<file path="src/rtl/multi_button_event_counter_pkg.sv">
// Shared state encodings and width helper for the multi-channel button event counter.
package multi_button_event_counter_pkg;

    localparam logic [1:0] ST_LOW_STABLE  = 2'd0;
    localparam logic [1:0] ST_LOW_TO_HIGH = 2'd1;
    localparam logic [1:0] ST_HIGH_STABLE = 2'd2;
    localparam logic [1:0] ST_HIGH_TO_LOW = 2'd3;

    // Ceiling log2, floored at 1 so a counter never collapses to zero width.
    function automatic int unsigned clog2_min1(input int unsigned value);
        int unsigned width;
        width = 0;
        for (int unsigned i = 0; i < 32; i++) begin
            if ((64'd1 << i) < 64'(value)) begin
                width = i + 1;
            end
        end
        return (width == 0) ? 1 : width;
    endfunction

endpackage

</file>
<file path="src/rtl/multi_button_event_counter_debounce_channel.sv">
// One button channel: 2-FF synchroniser, debounce FSM with hold timer, edge pulses
// and the debounced/noisy event counters.
module multi_button_event_counter_debounce_channel
    import multi_button_event_counter_pkg::*;
#(
    parameter int unsigned BITS        = 4,
    parameter int unsigned DB_CYCLES   = 1000000,
    parameter int unsigned LONG_CYCLES = 50000000,
    parameter bit          SATURATE    = 1'b0
) (
    input  logic            clk_i,
    input  logic            rst_ni,
    input  logic            button_i,
    input  logic            clear_i,
    output logic            debounced_o,
    output logic            press_tick_o,
    output logic            release_tick_o,
    output logic            long_press_o,
    output logic [BITS-1:0] db_count_o,
    output logic [BITS-1:0] noisy_count_o
);

    localparam int unsigned   TW         = clog2_min1(DB_CYCLES);
    localparam int unsigned   HW         = clog2_min1(LONG_CYCLES + 1);
    localparam logic [TW-1:0] TIMER_LAST = TW'(DB_CYCLES - 1);
    localparam logic [HW-1:0] HOLD_MAX   = HW'(LONG_CYCLES);

    logic            sync1_q, sync_q, sync_dly_q;
    logic [1:0]      state_q, state_d;
    logic [TW-1:0]   timer_q, timer_d;
    logic [HW-1:0]   hold_q, hold_d;
    logic            debounced_q, debounced_d;
    logic            press_q, press_d;
    logic            release_q, release_d;
    logic            long_q, long_d;
    logic [BITS-1:0] db_cnt_q, db_cnt_d;
    logic [BITS-1:0] noisy_cnt_q, noisy_cnt_d;
    logic            hold_step;
    logic            noisy_edge;

    function automatic logic [BITS-1:0] bump_count(input logic [BITS-1:0] value);
        if (SATURATE && (value == {BITS{1'b1}})) begin
            return value;
        end
        return value + 1'b1;
    endfunction

    assign noisy_edge = sync_q & ~sync_dly_q;

    always_comb begin
        state_d     = state_q;
        timer_d     = timer_q;
        hold_d      = hold_q;
        debounced_d = debounced_q;
        press_d     = 1'b0;
        release_d   = 1'b0;
        long_d      = 1'b0;
        hold_step   = 1'b0;
        case (state_q)
            ST_LOW_STABLE: begin
                if (sync_q) begin
                    state_d = ST_LOW_TO_HIGH;
                    timer_d = '0;
                end
            end
            ST_LOW_TO_HIGH: begin
                if (!sync_q) begin
                    state_d = ST_LOW_STABLE;
                end else begin
                    timer_d = timer_q + 1'b1;
                    if (timer_d == TIMER_LAST) begin
                        state_d     = ST_HIGH_STABLE;
                        debounced_d = 1'b1;
                        press_d     = 1'b1;
                        hold_d      = '0;
                    end
                end
            end
            ST_HIGH_STABLE: begin
                if (!sync_q) begin
                    state_d = ST_HIGH_TO_LOW;
                    timer_d = '0;
                end else begin
                    hold_step = 1'b1;
                end
            end
            ST_HIGH_TO_LOW: begin
                // A bounce back high keeps the accumulated hold time.
                if (sync_q) begin
                    state_d   = ST_HIGH_STABLE;
                    hold_step = 1'b1;
                end else begin
                    timer_d = timer_q + 1'b1;
                    if (timer_d == TIMER_LAST) begin
                        state_d     = ST_LOW_STABLE;
                        debounced_d = 1'b0;
                        release_d   = 1'b1;
                    end
                end
            end
            default: begin
                state_d = ST_LOW_STABLE;
            end
        endcase

        // Hold saturates at HOLD_MAX, so long_press fires once per press.
        if (hold_step && (hold_q != HOLD_MAX)) begin
            hold_d = hold_q + 1'b1;
            long_d = (hold_d == HOLD_MAX);
        end
    end

    always_comb begin
        db_cnt_d    = db_cnt_q;
        noisy_cnt_d = noisy_cnt_q;
        if (clear_i) begin
            db_cnt_d    = '0;
            noisy_cnt_d = '0;
        end else begin
            if (press_q) begin
                db_cnt_d = bump_count(db_cnt_q);
            end
            if (noisy_edge) begin
                noisy_cnt_d = bump_count(noisy_cnt_q);
            end
        end
    end

    always_ff @(posedge clk_i or negedge rst_ni) begin
        if (!rst_ni) begin
            sync1_q     <= 1'b0;
            sync_q      <= 1'b0;
            sync_dly_q  <= 1'b0;
            state_q     <= ST_LOW_STABLE;
            timer_q     <= '0;
            hold_q      <= '0;
            debounced_q <= 1'b0;
            press_q     <= 1'b0;
            release_q   <= 1'b0;
            long_q      <= 1'b0;
            db_cnt_q    <= '0;
            noisy_cnt_q <= '0;
        end else begin
            sync1_q     <= button_i;
            sync_q      <= sync1_q;
            sync_dly_q  <= sync_q;
            state_q     <= state_d;
            timer_q     <= timer_d;
            hold_q      <= hold_d;
            debounced_q <= debounced_d;
            press_q     <= press_d;
            release_q   <= release_d;
            long_q      <= long_d;
            db_cnt_q    <= db_cnt_d;
            noisy_cnt_q <= noisy_cnt_d;
        end
    end

    assign debounced_o    = debounced_q;
    assign press_tick_o   = press_q;
    assign release_tick_o = release_q;
    assign long_press_o   = long_q;
    assign db_count_o     = db_cnt_q;
    assign noisy_count_o  = noisy_cnt_q;

endmodule

</file>
<file path="src/rtl/multi_button_event_counter.sv">
// Multi-channel push-button bounce characterisation block: one independent
// debounce/count channel per button, counts packed channel i at [i*BITS +: BITS].
module multi_button_event_counter
    import multi_button_event_counter_pkg::*;
#(
    parameter int unsigned CHANNELS    = 4,
    parameter int unsigned BITS        = 4,
    parameter int unsigned DB_CYCLES   = 1000000,
    parameter int unsigned LONG_CYCLES = 50000000,
    parameter bit          SATURATE    = 1'b0
) (
    input  logic                     clk,
    input  logic                     reset_n,
    input  logic [CHANNELS-1:0]      button_in,
    input  logic [CHANNELS-1:0]      clear,
    output logic [CHANNELS-1:0]      debounced,
    output logic [CHANNELS-1:0]      press_tick,
    output logic [CHANNELS-1:0]      release_tick,
    output logic [CHANNELS-1:0]      long_press,
    output logic [CHANNELS*BITS-1:0] debounced_count,
    output logic [CHANNELS*BITS-1:0] noisy_count
);

    generate
        for (genvar gi = 0; gi < CHANNELS; gi++) begin : g_channel
            multi_button_event_counter_debounce_channel #(
                .BITS        (BITS),
                .DB_CYCLES   (DB_CYCLES),
                .LONG_CYCLES (LONG_CYCLES),
                .SATURATE    (SATURATE)
            ) u_channel (
                .clk_i          (clk),
                .rst_ni         (reset_n),
                .button_i       (button_in[gi]),
                .clear_i        (clear[gi]),
                .debounced_o    (debounced[gi]),
                .press_tick_o   (press_tick[gi]),
                .release_tick_o (release_tick[gi]),
                .long_press_o   (long_press[gi]),
                .db_count_o     (debounced_count[gi*BITS +: BITS]),
                .noisy_count_o  (noisy_count[gi*BITS +: BITS])
            );
        end
    endgenerate

endmodule

</file>
<file path="config.mk">
export PLATFORM = sky130hd
export DESIGN_NAME = multi_button_event_counter
export DESIGN_NICKNAME = d
export VERILOG_FILES = /design/src/rtl/multi_button_event_counter_pkg.sv /design/src/rtl/multi_button_event_counter_debounce_channel.sv /design/src/rtl/multi_button_event_counter.sv
export SDC_FILE = /design/constraint.sdc
export NUM_CORES = 1
export LEC_CHECK = 0
export CORE_MARGIN = 10
export CORE_UTILIZATION = 60
export CTS_BUF_LIST = sky130_fd_sc_hd__clkbuf_16
export DETAILED_ROUTE_END_ITERATION = 7
export PLACE_DENSITY = 0.79
export SYNTH_ARGS = -nofsm -noshare
export SYNTH_HDL_FRONTEND = slang
export SYNTH_SLANG_ARGS = --single-unit
</file>
<file path="constraint.sdc">
create_clock -name clk -period 3.18 [get_ports clk]
set_input_delay 0.477 -clock clk [delete_from_list [all_inputs] [get_ports clk]]
set_output_delay 0.477 -clock clk [all_outputs]
set_load 0.02 [all_outputs]
</file>
==> metrics.log, run 1 <==
[metrics] ordered list of cells on the worst path: ha_1 -> nand2_1 -> or4_1 -> buf_4 -> o21ai_0 -> nand2_1 -> a41oi_2 -> buf_4 -> o21ai_0 -> o21ai_0
[metrics] fraction of layout cells with a size suffix above 1: 7.82%
[metrics] I/O pin count: between 50 and 60
[metrics] count of H-tree levels built during CTS: 1
[metrics] power share of the clock group: 47.7%
[metrics] nets@finish: 1831
[metrics] count of buffers inserted at the top-level ports: 57
[metrics] main flop type after synthesis: sky130_fd_sc_hd__dfrtp_1
[metrics] number of instances in the placed design: around 2100
[metrics] syn nets: 1833
[metrics] Synth warnings: 0
[metrics] Clock transition at path regs: approximately 60 ps
[metrics] highest net fanout along the worst path: 15
[metrics] fraction of the yosys area taken by sequential cells: 40.6%
[metrics] starting utilization of the core area: 61.3%
[metrics] area share of the largest cell type after synthesis: 40.6%
[metrics] net switching power: approximately 1.6 mW
[metrics] aggregate global-route resource usage: 20.7%
[metrics] total overflow reported by the global router: 0
[metrics] Total Die Area: 32700 µm²
[metrics] ratio of final minimum period to clock period: roughly 93%
[metrics] slew margin rel.: between 30% and 40%
[metrics] final cell count without fillers: 2145
[metrics] Final Wtd Congestion: around 0.91
[metrics] Vias per Instance: 6.26
[metrics] Via Count: 13400
[metrics] setup repair after global routing missed its margin: false
[metrics] Num CTS Buffers: 28
[metrics] worst path bufs/invs: 2
[metrics] Pwr per Cell Area: 407 nW/µm²
[metrics] switching part of the total power: 22.8%
[metrics] Die Height: 181 µm
[metrics] Internal Pwr Total: 5.42 mW
[metrics] Synth Area per Inst: 8.65 µm²
[metrics] commonest non-fill, non-tap cell in the layout: sky130_fd_sc_hd__dfrtp_1
[metrics] transition at the pin with the smallest max-transition slack: 1040 ps
[metrics] upper clock frequency limit: 337 MHz
[metrics] DR WL/cell: 16.3 µm
[metrics] power share of the sequential group: a little under half
[metrics] category of cells accounting for the largest share of critical-path delay: simple AND/OR/NAND/NOR gates
[metrics] post-synth cell types: 89
[metrics] kind of start point of the critical path: register
[metrics] horizontal extent of the die: 181 µm
[metrics] hold violation total from the final report: 0
[metrics] most used cells in the layout excluding fill and tap cells: sky130_fd_sc_hd__dfrtp_1 (252), sky130_fd_sc_hd__nand2_1 (211), sky130_fd_sc_hd__nor2_1 (145)
[metrics] library cell appearing most often on the critical path: sky130_fd_sc_hd__o21ai_0
[metrics] remaining antenna violation count: 0
[metrics] Register Area: 6310 µm²
[metrics] worst endpoint required time: 3630 ps
[metrics] WL final: 34900 µm
[metrics] number of instances in the synthesized netlist: 1795
[metrics] clock insertion delay at the later pin of the skew report: 550 ps
[metrics] final hold slack: 349 ps
[metrics] number of iterations in the first detailed-routing pass: 6
[metrics] Fin Clk Skew: 14.9 ps
[metrics] Residual DRC: 0
[metrics] Core Box Area: ~25000 µm²
[metrics] root buffer cell: sky130_fd_sc_hd__clkbuf_16
[metrics] leading cell types by total area after synthesis: sky130_fd_sc_hd__dfrtp_1 (41%), sky130_fd_sc_hd__nand2_1 (5.1%), sky130_fd_sc_hd__nand3_1 (3.9%), sky130_fd_sc_hd__o21ai_0 (3.7%), sky130_fd_sc_hd__nor2_1 (3.5%)
[metrics] number of rows in the core area: 58
[metrics] Max-cap violations: 0
[metrics] Pwr Total: 7.02 mW
[metrics] dpl hpwl: 23400 µm
[metrics] worst min-delay path class: register to register
[metrics] Comb pwr share: 4.4%
[metrics] utilization after layout: 68.2%
[metrics] first-pass GRT wire length: 60400 µm
[metrics] Max clock buf depth: 3
[metrics] ANT cells: 0
[metrics] async set-reset flop share out of synthesis: 100%
[metrics] antenna violations before repair: 0
[metrics] flip-flop and latch count after synthesis: between 200 and 300
[metrics] number of global-route vias before repair: 12500
[metrics] pin count of the biggest net entering global routing: 71
[metrics] worst voltage drop across the vdd grid: 0.411 mV
[metrics] TritonCTS sink count: 252
[metrics] largest stage delay on the critical path: 580 ps
[metrics] TNS Setup: 0 ps
[metrics] Period minus WS final: 2970 ps
[metrics] Critical-path top delay cell: sky130_fd_sc_hd__or4_1
[metrics] post-synthesis cell type with the largest combined area: sky130_fd_sc_hd__dfrtp_1
[metrics] area taken by multi-input logic gates: 8550 µm²
[metrics] status: complete, no violations
[metrics] First DRT Iteration DRCs: about 1300
[metrics] Max Transition Viols Final: 0
[metrics] Worst EP arrival: roughly 3400 ps
[metrics] Post-Synthesis Cell Area: 15500 µm²
[metrics] number of flops mapped to enable cells by yosys: 0
[metrics] Setup CP Type: register to register
[metrics] CTS tree: done
[metrics] Final setup violation count: 0
[metrics] crit end category: register
[metrics] count of filler cells inserted in the layout: 1946
[metrics] area added between synthesis and finish: 11.1%
[metrics] leakage: 7.03 nW
## through the flow
| stage | instance area (µm²) | setup slack (ps) |
|---|---|---|
| CTS | 17200 | 88.3 |
| finish | 17300 | 215 |
| detailed placement | 16200 | 80.0 |
| floorplan | 15500 | 416 |
| global placement | 16200 | 281 |
| global route | 17300 | 3.85 |
## per-layer routing
layer | part of all wire (%) | up-vias | GRT usage [%] | wire length, µm
li1 | - | 6542 | - | -
met1 | 46 | 6488 | 28.6 | 16100
met2 | 47 | 338 | 33.6 | 16500
met3 | 4.6 | 57 | 2.86 | 1620
met4 | 1.7 | 0 | 4.59 | 608
met5 | 0 | - | 0 | 0
## power groups by stage
stage,sequential (mW),combinational (mW),clock [mW]
after floorplan,3.36,0.215,0
after global placement,3.41,0.304,0
after detailed placement,3.41,0.312,0
after CTS,3.36,0.317,3.42
after global routing,3.37,0.355,3.55
final,3.36,0.310,3.35
## what timing repair did
item | CTS | global route
buffers inserted | 0 | 3
endpoints found under the setup margin | 0 | 52
hold buffers | 1 | 0
hold endpoints to repair | 61 | 0
gates resized for setup | 0 | 6
## path summary, 6_finish.rpt
kind / cells after the start / startpoint / slack (ps) / endpoint
max: 10 / g_channel[0].u_channel.timer_q[1]$_DFFE_PN0P_ / 210 / g_channel[0].u_channel.hold_q[2]$_DFFE_PN0P_
min: 0 / g_channel[1].u_channel.sync1_q$_DFF_PN0_ / 350 / g_channel[1].u_channel.sync_q$_DFF_PN0_
max reg2reg: 10 / g_channel[0].u_channel.timer_q[1]$_DFFE_PN0P_ / 210 / g_channel[0].u_channel.hold_q[2]$_DFFE_PN0P_
min reg2reg: 0 / g_channel[1].u_channel.sync1_q$_DFF_PN0_ / 350 / g_channel[1].u_channel.sync_q$_DFF_PN0_
max in group asynchronous: 3 / reset_n / 1910 / g_channel[0].u_channel.sync_q$_DFF_PN0_
min in group asynchronous: 2 / reset_n / 480 / g_channel[1].u_channel.hold_q[8]$_DFFE_PN0P_
## flip-flops by register name, summed over array words and instances, names as in the netlist, named ones only
name,flops
g_channel.u_channel.db_count_o,16
g_channel.u_channel.state_q,4
g_channel.u_channel.press_tick_o,4
g_channel.u_channel.debounced_o,4
g_channel.u_channel.long_press_o,4
g_channel.u_channel.noisy_count_o,16
g_channel.u_channel.sync_dly_q,4
g_channel.u_channel.timer_q,80
g_channel.u_channel.hold_q,104
g_channel.u_channel.release_tick_o,4
g_channel.u_channel.sync_q,4
g_channel.u_channel.sync1_q,4
## Yosys cell counts (8+ instances only)
| library cell | instances |
|---|---|
| sky130_fd_sc_hd__and3_1 | 33 |
| sky130_fd_sc_hd__nand2b_1 | 26 |
| sky130_fd_sc_hd__nor4_1 | 30 |
| sky130_fd_sc_hd__nand3_2 | 10 |
| sky130_fd_sc_hd__o21a_1 | 11 |
| sky130_fd_sc_hd__o21ai_1 | 8 |
| sky130_fd_sc_hd__ha_1 | 28 |
| sky130_fd_sc_hd__inv_1 | 36 |
| sky130_fd_sc_hd__nor3_1 | 72 |
| sky130_fd_sc_hd__a21oi_1 | 40 |
| sky130_fd_sc_hd__o211ai_1 | 20 |
| sky130_fd_sc_hd__buf_4 | 19 |
| sky130_fd_sc_hd__nor2b_1 | 13 |
| sky130_fd_sc_hd__a21o_1 | 28 |
| sky130_fd_sc_hd__o31ai_1 | 28 |
| sky130_fd_sc_hd__nand3_1 | 122 |
| sky130_fd_sc_hd__nand3b_1 | 14 |
| sky130_fd_sc_hd__or3_1 | 34 |
| sky130_fd_sc_hd__xnor2_1 | 31 |
| sky130_fd_sc_hd__xor2_1 | 42 |
| sky130_fd_sc_hd__and4_1 | 13 |
| sky130_fd_sc_hd__o21ai_0 | 114 |
| sky130_fd_sc_hd__a22o_1 | 29 |
| sky130_fd_sc_hd__nand4b_1 | 9 |
| sky130_fd_sc_hd__mux2_2 | 14 |
| sky130_fd_sc_hd__nor2_1 | 145 |
| sky130_fd_sc_hd__nand4_1 | 69 |
| sky130_fd_sc_hd__buf_2 | 27 |
| sky130_fd_sc_hd__mux2i_1 | 22 |
| sky130_fd_sc_hd__nand2_1 | 211 |
| sky130_fd_sc_hd__a31oi_1 | 18 |
| sky130_fd_sc_hd__or4_1 | 11 |
| sky130_fd_sc_hd__and2_1 | 19 |
| sky130_fd_sc_hd__clkbuf_1 | 76 |
| sky130_fd_sc_hd__dfrtp_1 | 252 |
## kinds of logic (layout without fill, tap and decap cells)
| logic type | after synthesis | count (layout) | synth area share (%) |
|---|---|---|---|
| AOI/OAI and AO/OA | 362 | 362 | 15.6 |
| adders and majority gates | 28 | 28 | 2.26 |
| buffers and inverters | 163 | 183 | 4.75 |
| muxes | 36 | 36 | 2.43 |
| xor gates and xnor gates | 73 | 73 | 4.12 |
| and+or+nand+nor | 881 | 881 | 30.2 |
| DFF | 252 | 252 | 40.6 |
## worst reg2reg max path, cell delays in order (launching register included)
cell                      delay [ps]
sky130_fd_sc_hd__dfrtp_1         460
sky130_fd_sc_hd__ha_1            350
sky130_fd_sc_hd__nand2_1         200
sky130_fd_sc_hd__or4_1           580
sky130_fd_sc_hd__buf_4           180
sky130_fd_sc_hd__o21ai_0         270
sky130_fd_sc_hd__nand2_1         190
sky130_fd_sc_hd__a41oi_2         170
sky130_fd_sc_hd__buf_4           240
sky130_fd_sc_hd__o21ai_0         130
sky130_fd_sc_hd__o21ai_0         110
## layout make-up
cell class,instances,area share [%]
clock buffer,29,4.20
inverter,36,0.783
timing repair buffer,95,5.22
tap,330,2.39
sequential,252,36.5
multi-input combinational,1380,49.5
clock inverter,23,1.35
No activity file was read; power rests on OpenSTA's default activity.
==> run 2, diff against run 1 <==
PLACE_DENSITY = 0.89   (was 0.79)
==> metrics.log, run 2 (same netlist as run 1, synthesis figures left out) <==
[metrics] status: complete, but fails checks (was complete, no violations)
[metrics] violated checks: negative hold slack
[metrics] Residual DRC: 0 (unchanged)
[metrics] slew margin rel.: 41.4% (was 30.0%)
[metrics] flip-flop count of the largest register, all copies and words added: 104 (unchanged)
[metrics] Max Transition Viols Final: 0 (unchanged)
[metrics] aggregate global-route resource usage: 20.4% (was 20.7%)
[metrics] worst endpoint required time: 3570 ps (was 3630 ps)
[metrics] Reg-to-Reg End: g_channel[2].u_channel.hold_q[3]$_DFFE_PN0P_ (was g_channel[0].u_channel.hold_q[2]$_DFFE_PN0P_)
[metrics] WL final: 35200 µm (was 34900 µm)
[metrics] hold violation total from the final report: 12 (was 0)
[metrics] ANT cells: 0 (unchanged)
[metrics] ratio of final minimum period to clock period: 95.6% (was 93.2%)
[metrics] utilization after layout: 67.8% (was 68.2%)
[metrics] most heavily used metal layer in global routing: met2 (unchanged)
[metrics] area taken by multi-input logic gates: 8550 µm² (about the same)
[metrics] Num CTS Buffers: 27 (was 28)
[metrics] TNS Setup: 0 ps (unchanged)
[metrics] Final setup violation count: 0 (unchanged)
[metrics] first-pass GRT wire length: 60300 µm (was 60400 µm)
[metrics] setup repair after global routing missed its margin: false (unchanged)
[metrics] ordered list of cells on the worst path: ha_1 -> nand2b_1 -> a2111o_1 -> nor4_2 -> o211ai_1 -> or4b_4 -> nor2_4 -> buf_12 -> o21ai_0 (was ha_1 -> nand2_1 -> or4_1 -> buf_4 -> o21ai_0 -> nand2_1 -> a41oi_2 -> buf_4 -> o21ai_0 -> o21ai_0)
[metrics] Max clock buf depth: 3 (unchanged)
[metrics] Setup CP Type: register to register (unchanged)
[metrics] nets@finish: 1830 (was 1831)
[metrics] First DRT Iteration DRCs: 1377 (was 1258)
[metrics] CTS tree: done (unchanged)
[metrics] Die Height: 181 µm (unchanged)
[metrics] root buffer cell: sky130_fd_sc_hd__clkbuf_16 (unchanged)
[metrics] starting utilization of the core area: 61.3% (unchanged)
[metrics] dpl hpwl: 23500 µm (was 23400 µm)
[metrics] Internal Pwr Total: 5.22 mW (was 5.42 mW)
[metrics] Core Box Area: 25300 µm² (unchanged)
[metrics] met1 Track Usage GR: 26.8% (was 28.6%)
[metrics] Via Count: 13700 (was 13400)
[metrics] power share of the sequential group: 49.8% (was 47.8%)
[metrics] worst voltage drop across the vdd grid: 0.397 mV (was 0.411 mV)
[metrics] TritonCTS sink count: 252 (unchanged)
[metrics] most used cells in the layout excluding fill and tap cells: sky130_fd_sc_hd__dfrtp_1 (252), sky130_fd_sc_hd__nand2_1 (211), sky130_fd_sc_hd__nor2_1 (145) (unchanged)
[metrics] Worst R2R Setup Slack: 140 ps (was 210 ps)
[metrics] commonest non-fill, non-tap cell in the layout: sky130_fd_sc_hd__dfrtp_1 (unchanged)
[metrics] number of global-route vias before repair: 12800 (was 12500)
[metrics] number of rows in the core area: 58 (unchanged)
[metrics] met3 Track Usage GR: 2.82% (was 2.86%)
[metrics] GR Util met2: 34.7% (was 33.6%)
[metrics] upper clock frequency limit: 329 MHz (was 337 MHz)
[metrics] number of cells on the worst reg-to-reg path: 9 (was 10)
[metrics] category of cells accounting for the largest share of critical-path delay: simple AND/OR/NAND/NOR gates (unchanged)
[metrics] clock insertion delay at the later pin of the skew report: 530 ps (was 550 ps)
[metrics] Clock transition at path regs: 70 ps (was 60 ps)
[metrics] transition at the pin with the smallest max-transition slack: 878 ps (was 1040 ps)
[metrics] worst path bufs/invs: 1 (was 2)
[metrics] antenna violations before repair: 0 (unchanged)
[metrics] count of buffers inserted at the top-level ports: 57 (unchanged)
[metrics] fraction of layout cells with a size suffix above 1: 7.57% (was 7.82%)
[metrics] final hold slack: -25.4 ps (was 349 ps)
[metrics] worst min-delay path class: primary input to asynchronous set/reset pin (was register to register)
[metrics] count of H-tree levels built during CTS: 1 (unchanged)
[metrics] Max-cap violations: 0 (unchanged)
[metrics] total overflow reported by the global router: 0 (unchanged)
[metrics] switching part of the total power: 22.7% (was 22.8%)
[metrics] kind of start point of the critical path: register (unchanged)
[metrics] Vias per Instance: 6.39 (was 6.26)
[metrics] Period minus WS final: 3040 ps (was 2970 ps)
[metrics] Total Die Area: 32700 µm² (unchanged)
[metrics] pin count of the biggest net entering global routing: 104 (was 71)
[metrics] area added between synthesis and finish: 10.6% (was 11.1%)
[metrics] crit end category: register (unchanged)
[metrics] horizontal extent of the die: 181 µm (unchanged)
[metrics] I/O pin count: 58 (unchanged)
[metrics] largest stage delay on the critical path: 610 ps (was 580 ps)
[metrics] leakage: 6.99 nW (was 7.03 nW)
[metrics] startpoint of the lowest-slack register-to-register path: g_channel[2].u_channel.timer_q[1]$_DFFE_PN0P_ (was g_channel[0].u_channel.timer_q[1]$_DFFE_PN0P_)
[metrics] Worst Setup SP: g_channel[2].u_channel.timer_q[1]$_DFFE_PN0P_ (was g_channel[0].u_channel.timer_q[1]$_DFFE_PN0P_)
[metrics] registers with the most flip-flops: g_channel.u_channel.hold_q: 104 flops, g_channel.u_channel.timer_q: 80 flops (unchanged)
[metrics] Comb pwr share: 4.5% (was 4.4%)
[metrics] number of iterations in the first detailed-routing pass: 6 (unchanged)
[metrics] count of filler cells inserted in the layout: 1865 (was 1946)
[metrics] Critical-path top delay cell: sky130_fd_sc_hd__or4b_4 (was sky130_fd_sc_hd__or4_1)
[metrics] Final Wtd Congestion: 0.929 (was 0.912)
[metrics] Pwr per Cell Area: 393 nW/µm² (was 407 nW/µm²)
[metrics] Worst EP arrival: 3430 ps (was 3420 ps)
[metrics] Register Area: 6310 µm² (unchanged)
[metrics] DR WL/cell: 16.4 µm (was 16.3 µm)
[metrics] Top reg by flops: g_channel.u_channel.hold_q (unchanged)
[metrics] net switching power: 1.53 mW (was 1.60 mW)
[metrics] highest net fanout along the worst path: 15 (unchanged)
[metrics] remaining antenna violation count: 0 (unchanged)
[metrics] power share of the clock group: 45.7% (was 47.7%)
[metrics] Fin Clk Skew: 14.7 ps (was 14.9 ps)
run 2: metrics by stage:
step	power, mW	worst slack, ps	hold WS, ps	std cells	instance area [µm²]
floorplan	3.58	416	181	1795	15500
global placement	3.71	142	332	2089	16300
detailed placement	3.73	4.55	336	2089	16300
CTS	6.82	95.0	36.9	2136	17100
global route	6.99	29.0	53.1	2140	17200
finish	6.75	140	-25.4	2140	17200
run 2: timing repair:
| item | CTS | global route |
|---|---|---|
| hold buffers | 0 | 0 |
| setup buffers | 0 | 3 |
| cloned | 0 | 1 |
| resized for setup | 1 | 4 |
| hold endpoints to repair | 0 | 0 |
| setup endpoints to repair | 2 | 42 |
| pin swaps | 0 | 3 |
run 2: how the worst max path moves through the flow:
stage,end,slack (ps),cells past startpoint
2_1_floorplan,g_channel[3].u_channel.hold_q[25]$_DFFE_PN0P_,420,10
3_3_place_gp,g_channel[2].u_channel.hold_q[9]$_DFFE_PN0P_,140,9
3_5_place_dp,g_channel[2].u_channel.hold_q[11]$_DFFE_PN0P_,5,9
4_1_cts,g_channel[2].u_channel.hold_q[3]$_DFFE_PN0P_,100,9
5_1_grt,g_channel[0].u_channel.hold_q[25]$_DFFE_PN0P_,30,9
6_report,g_channel[2].u_channel.hold_q[3]$_DFFE_PN0P_,140,9
run 2: power by group through the flow:
stage               Clock [mW]  Sequential [mW]  Combinational (mW)
floorplan                    0             3.36               0.215
global placement             0             3.41               0.299
detailed placement           0             3.42               0.310
CTS                       3.14             3.36               0.313
global route              3.26             3.38               0.349
finish                    3.08             3.36               0.307
run 2: routing by layer:
metal / wire length (µm) / vias up
li1: - / 6555
met1: 15300 / 6612
met2: 17400 / 444
met3: 1880 / 59
met4: 581 / 0
met5: 0 / -
run 2: area by class of cell:
| class | instances | area share (%) |
|---|---|---|
| Multi-Input combinational cell | 1381 | 49.8 |
| Sequential cell | 252 | 36.7 |
| Timing Repair Buffer | 94 | 5.33 |
| Clock inverter | 20 | 1.08 |
| Tap cell | 330 | 2.40 |
| Clock buffer | 27 | 3.93 |
| Inverter | 36 | 0.786 |
==> run 3, diff against run 2 <==
CORE_ASPECT_RATIO = 0.8   (was default)
==> metrics.log, run 3 (same netlist as run 1, synthesis figures left out) <==
[metrics] area taken by multi-input logic gates: 8540 µm² (was 8550 µm²)
[metrics] Fin Clk Skew: 12.7 ps (was 14.7 ps)
[metrics] Pwr per Cell Area: 384 nW/µm² (was 393 nW/µm²)
[metrics] starting utilization of the core area: 61.2% (was 61.3%)
[metrics] Worst R2R Setup Slack: 180 ps (was 140 ps)
[metrics] number of rows in the core area: 52 (was 58)
[metrics] Critical-path top delay cell: sky130_fd_sc_hd__or4_1 (was sky130_fd_sc_hd__or4b_4)
[metrics] DR WL/cell: 16.7 µm (was 16.4 µm)
[metrics] startpoint of the lowest-slack register-to-register path: g_channel[0].u_channel.timer_q[1]$_DFFE_PN0P_ (was g_channel[2].u_channel.timer_q[1]$_DFFE_PN0P_)
[metrics] first-pass GRT wire length: 60200 µm (was 60300 µm)
[metrics] worst min-delay path class: register to register (was primary input to asynchronous set/reset pin)
[metrics] horizontal extent of the die: 200 µm (was 181 µm)
[metrics] commonest non-fill, non-tap cell in the layout: sky130_fd_sc_hd__dfrtp_1 (unchanged)
[metrics] number of iterations in the first detailed-routing pass: 6 (unchanged)
[metrics] CTS tree: done (unchanged)
[metrics] Via Count: 13700 (about the same)
[metrics] Max-cap violations: 0 (unchanged)
[metrics] setup repair after global routing missed its margin: false (unchanged)
[metrics] count of H-tree levels built during CTS: 1 (unchanged)
[metrics] root buffer cell: sky130_fd_sc_hd__clkbuf_16 (unchanged)
[metrics] TritonCTS sink count: 252 (unchanged)
[metrics] hold violation total from the final report: 0 (was 12)
[metrics] pin count of the biggest net entering global routing: 90 (was 104)
[metrics] dpl hpwl: 24200 µm (was 23500 µm)
[metrics] registers with the most flip-flops: g_channel.u_channel.hold_q: 104 flops, g_channel.u_channel.timer_q: 80 flops (unchanged)
[metrics] Clock transition at path regs: 60 ps (was 70 ps)
[metrics] Die Height: 164 µm (was 181 µm)
[metrics] ANT cells: 0 (unchanged)
[metrics] First DRT Iteration DRCs: 1647 (was 1377)
[metrics] Max Transition Viols Final: 0 (unchanged)
[metrics] Worst EP arrival: 3410 ps (was 3430 ps)
[metrics] flip-flop count of the largest register, all copies and words added: 104 (unchanged)
[metrics] antenna violations before repair: 0 (unchanged)
[metrics] highest net fanout along the worst path: 10 (was 15)
[metrics] Final setup violation count: 0 (unchanged)
[metrics] crit end category: register (unchanged)
[metrics] TNS Setup: 0 ps (unchanged)
[metrics] ratio of final minimum period to clock period: 94.2% (was 95.6%)
[metrics] Top reg by flops: g_channel.u_channel.hold_q (unchanged)
[metrics] category of cells accounting for the largest share of critical-path delay: simple AND/OR/NAND/NOR gates (unchanged)
[metrics] WL final: 35700 µm (was 35200 µm)
[metrics] remaining antenna violation count: 0 (unchanged)
[metrics] status: complete, no violations (was complete, but fails checks)
[metrics] ordered list of cells on the worst path: ha_1 -> nand2_1 -> or4_1 -> or3_1 -> a21o_1 -> nor4b_4 -> nand3b_1 -> o21ai_0 (was ha_1 -> nand2b_1 -> a2111o_1 -> nor4_2 -> o211ai_1 -> or4b_4 -> nor2_4 -> buf_12 -> o21ai_0)
[metrics] count of buffers inserted at the top-level ports: 57 (unchanged)
[metrics] nets@finish: 1831 (was 1830)
[metrics] leakage: 6.96 nW (was 6.99 nW)
[metrics] I/O pin count: 58 (unchanged)
[metrics] Register Area: 6310 µm² (unchanged)
[metrics] kind of start point of the critical path: register (unchanged)
[metrics] Final Wtd Congestion: 0.952 (was 0.929)
[metrics] clock insertion delay at the later pin of the skew report: 540 ps (was 530 ps)
[metrics] Worst Setup SP: g_channel[0].u_channel.timer_q[1]$_DFFE_PN0P_ (was g_channel[2].u_channel.timer_q[1]$_DFFE_PN0P_)
[metrics] most used cells in the layout excluding fill and tap cells: sky130_fd_sc_hd__dfrtp_1 (252), sky130_fd_sc_hd__nand2_1 (211), sky130_fd_sc_hd__nor2_1 (145) (unchanged)
[metrics] Vias per Instance: 6.41 (was 6.39)
[metrics] slew margin rel.: 41.7% (was 41.4%)
[metrics] total overflow reported by the global router: 0 (unchanged)
[metrics] aggregate global-route resource usage: 21.3% (was 20.4%)
[metrics] count of filler cells inserted in the layout: 1922 (was 1865)
[metrics] Residual DRC: 0 (unchanged)
[metrics] Total Die Area: 32800 µm² (was 32700 µm²)
[metrics] final hold slack: 349 ps (was -25.4 ps)
[metrics] fraction of layout cells with a size suffix above 1: 7.35% (was 7.57%)
[metrics] start point of the worst hold path: g_channel[3].u_channel.sync1_q$_DFF_PN0_
[metrics] Num CTS Buffers: 26 (was 27)
[metrics] area added between synthesis and finish: 10.1% (was 10.6%)
[metrics] transition at the pin with the smallest max-transition slack: 874 ps (was 878 ps)
[metrics] Core Box Area: 25400 µm² (was 25300 µm²)
[metrics] worst voltage drop across the vdd grid: 0.376 mV (was 0.397 mV)
[metrics] worst path bufs/invs: 0 (was 1)
[metrics] Period minus WS final: 3000 ps (was 3040 ps)
[metrics] number of global-route vias before repair: 12400 (was 12800)
[metrics] worst endpoint required time: 3590 ps (was 3570 ps)
[metrics] Max clock buf depth: 3 (unchanged)
[metrics] Setup CP Type: register to register (unchanged)
[metrics] upper clock frequency limit: 334 MHz (was 329 MHz)
[metrics] largest stage delay on the critical path: 590 ps (was 610 ps)
## run 3: final cells by class
class                           count  area share, %
Clock buffer                       27           3.95
Clock inverter                     17          0.702
Inverter                           36          0.790
Multi-Input combinational cell   1380           49.9
Sequential cell                   252           36.9
Tap cell                          324           2.37
Timing Repair Buffer               97           5.43
## run 3: final timing paths
kind                       cells after the start                                                to
max                                            8     g_channel[0].u_channel.hold_q[18]$_DFFE_PN0P_
min                                            0           g_channel[3].u_channel.sync_q$_DFF_PN0_
max reg2reg                                    8     g_channel[0].u_channel.hold_q[18]$_DFFE_PN0P_
min reg2reg                                    0           g_channel[3].u_channel.sync_q$_DFF_PN0_
max in group asynchronous                      3     g_channel[3].u_channel.hold_q[19]$_DFFE_PN0P_
min in group asynchronous                      2  g_channel[1].u_channel.db_count_o[2]$_DFFE_PN0P_
## run 3: power by group
| part | total (mW) | internal [mW] | leakage [nW] | switching [mW] |
|---|---|---|---|---|
| Clock | 2.91 | 1.67 | 0.414 | 1.23 |
| Sequential | 3.36 | 3.26 | 3.47 | 0.0980 |
| Combinational | 0.311 | 0.116 | 3.08 | 0.195 |
| Total | 6.57 | 5.05 | 6.96 | 1.53 |
## run 3: per-layer routing
metal / vias to the layer above / share of wire (%) / track usage [%]
li1: 6550 / - / -
met1: 6596 / 45 / 30.2
met2: 447 / 47 / 33.6
met3: 75 / 5.9 / 2.72
met4: 0 / 2.1 / 5.77
met5: - / 0 / 0
## run 3: repair_timing
action                                 in CTS  in global routing
endpoints found under the hold margin      85                  0
hold buffers                                1                  0
buffers inserted                            0                  3
setup endpoints to repair                   0                 33
gates resized for setup                     0                  4
## run 3: per-stage QoR
| stage | util (%) | instances | area [µm²] | total power [mW] | worst slack [ps] |
|---|---|---|---|---|---|
| 3_5_place_dp | 64.1 | 2085 | 16300 | 3.72 | 166 |
| 3_3_place_gp | 64.1 | 2085 | 16300 | 3.70 | 268 |
| 4_1_cts | 67.3 | 2130 | 17100 | 6.63 | 125 |
| 2_1_floorplan | - | 1795 | 15500 | 3.58 | 416 |
| 6_report | 67.4 | 2133 | 17100 | 6.57 | 184 |
| 5_1_grt | 67.4 | 2133 | 17100 | 6.82 | 22.1 |
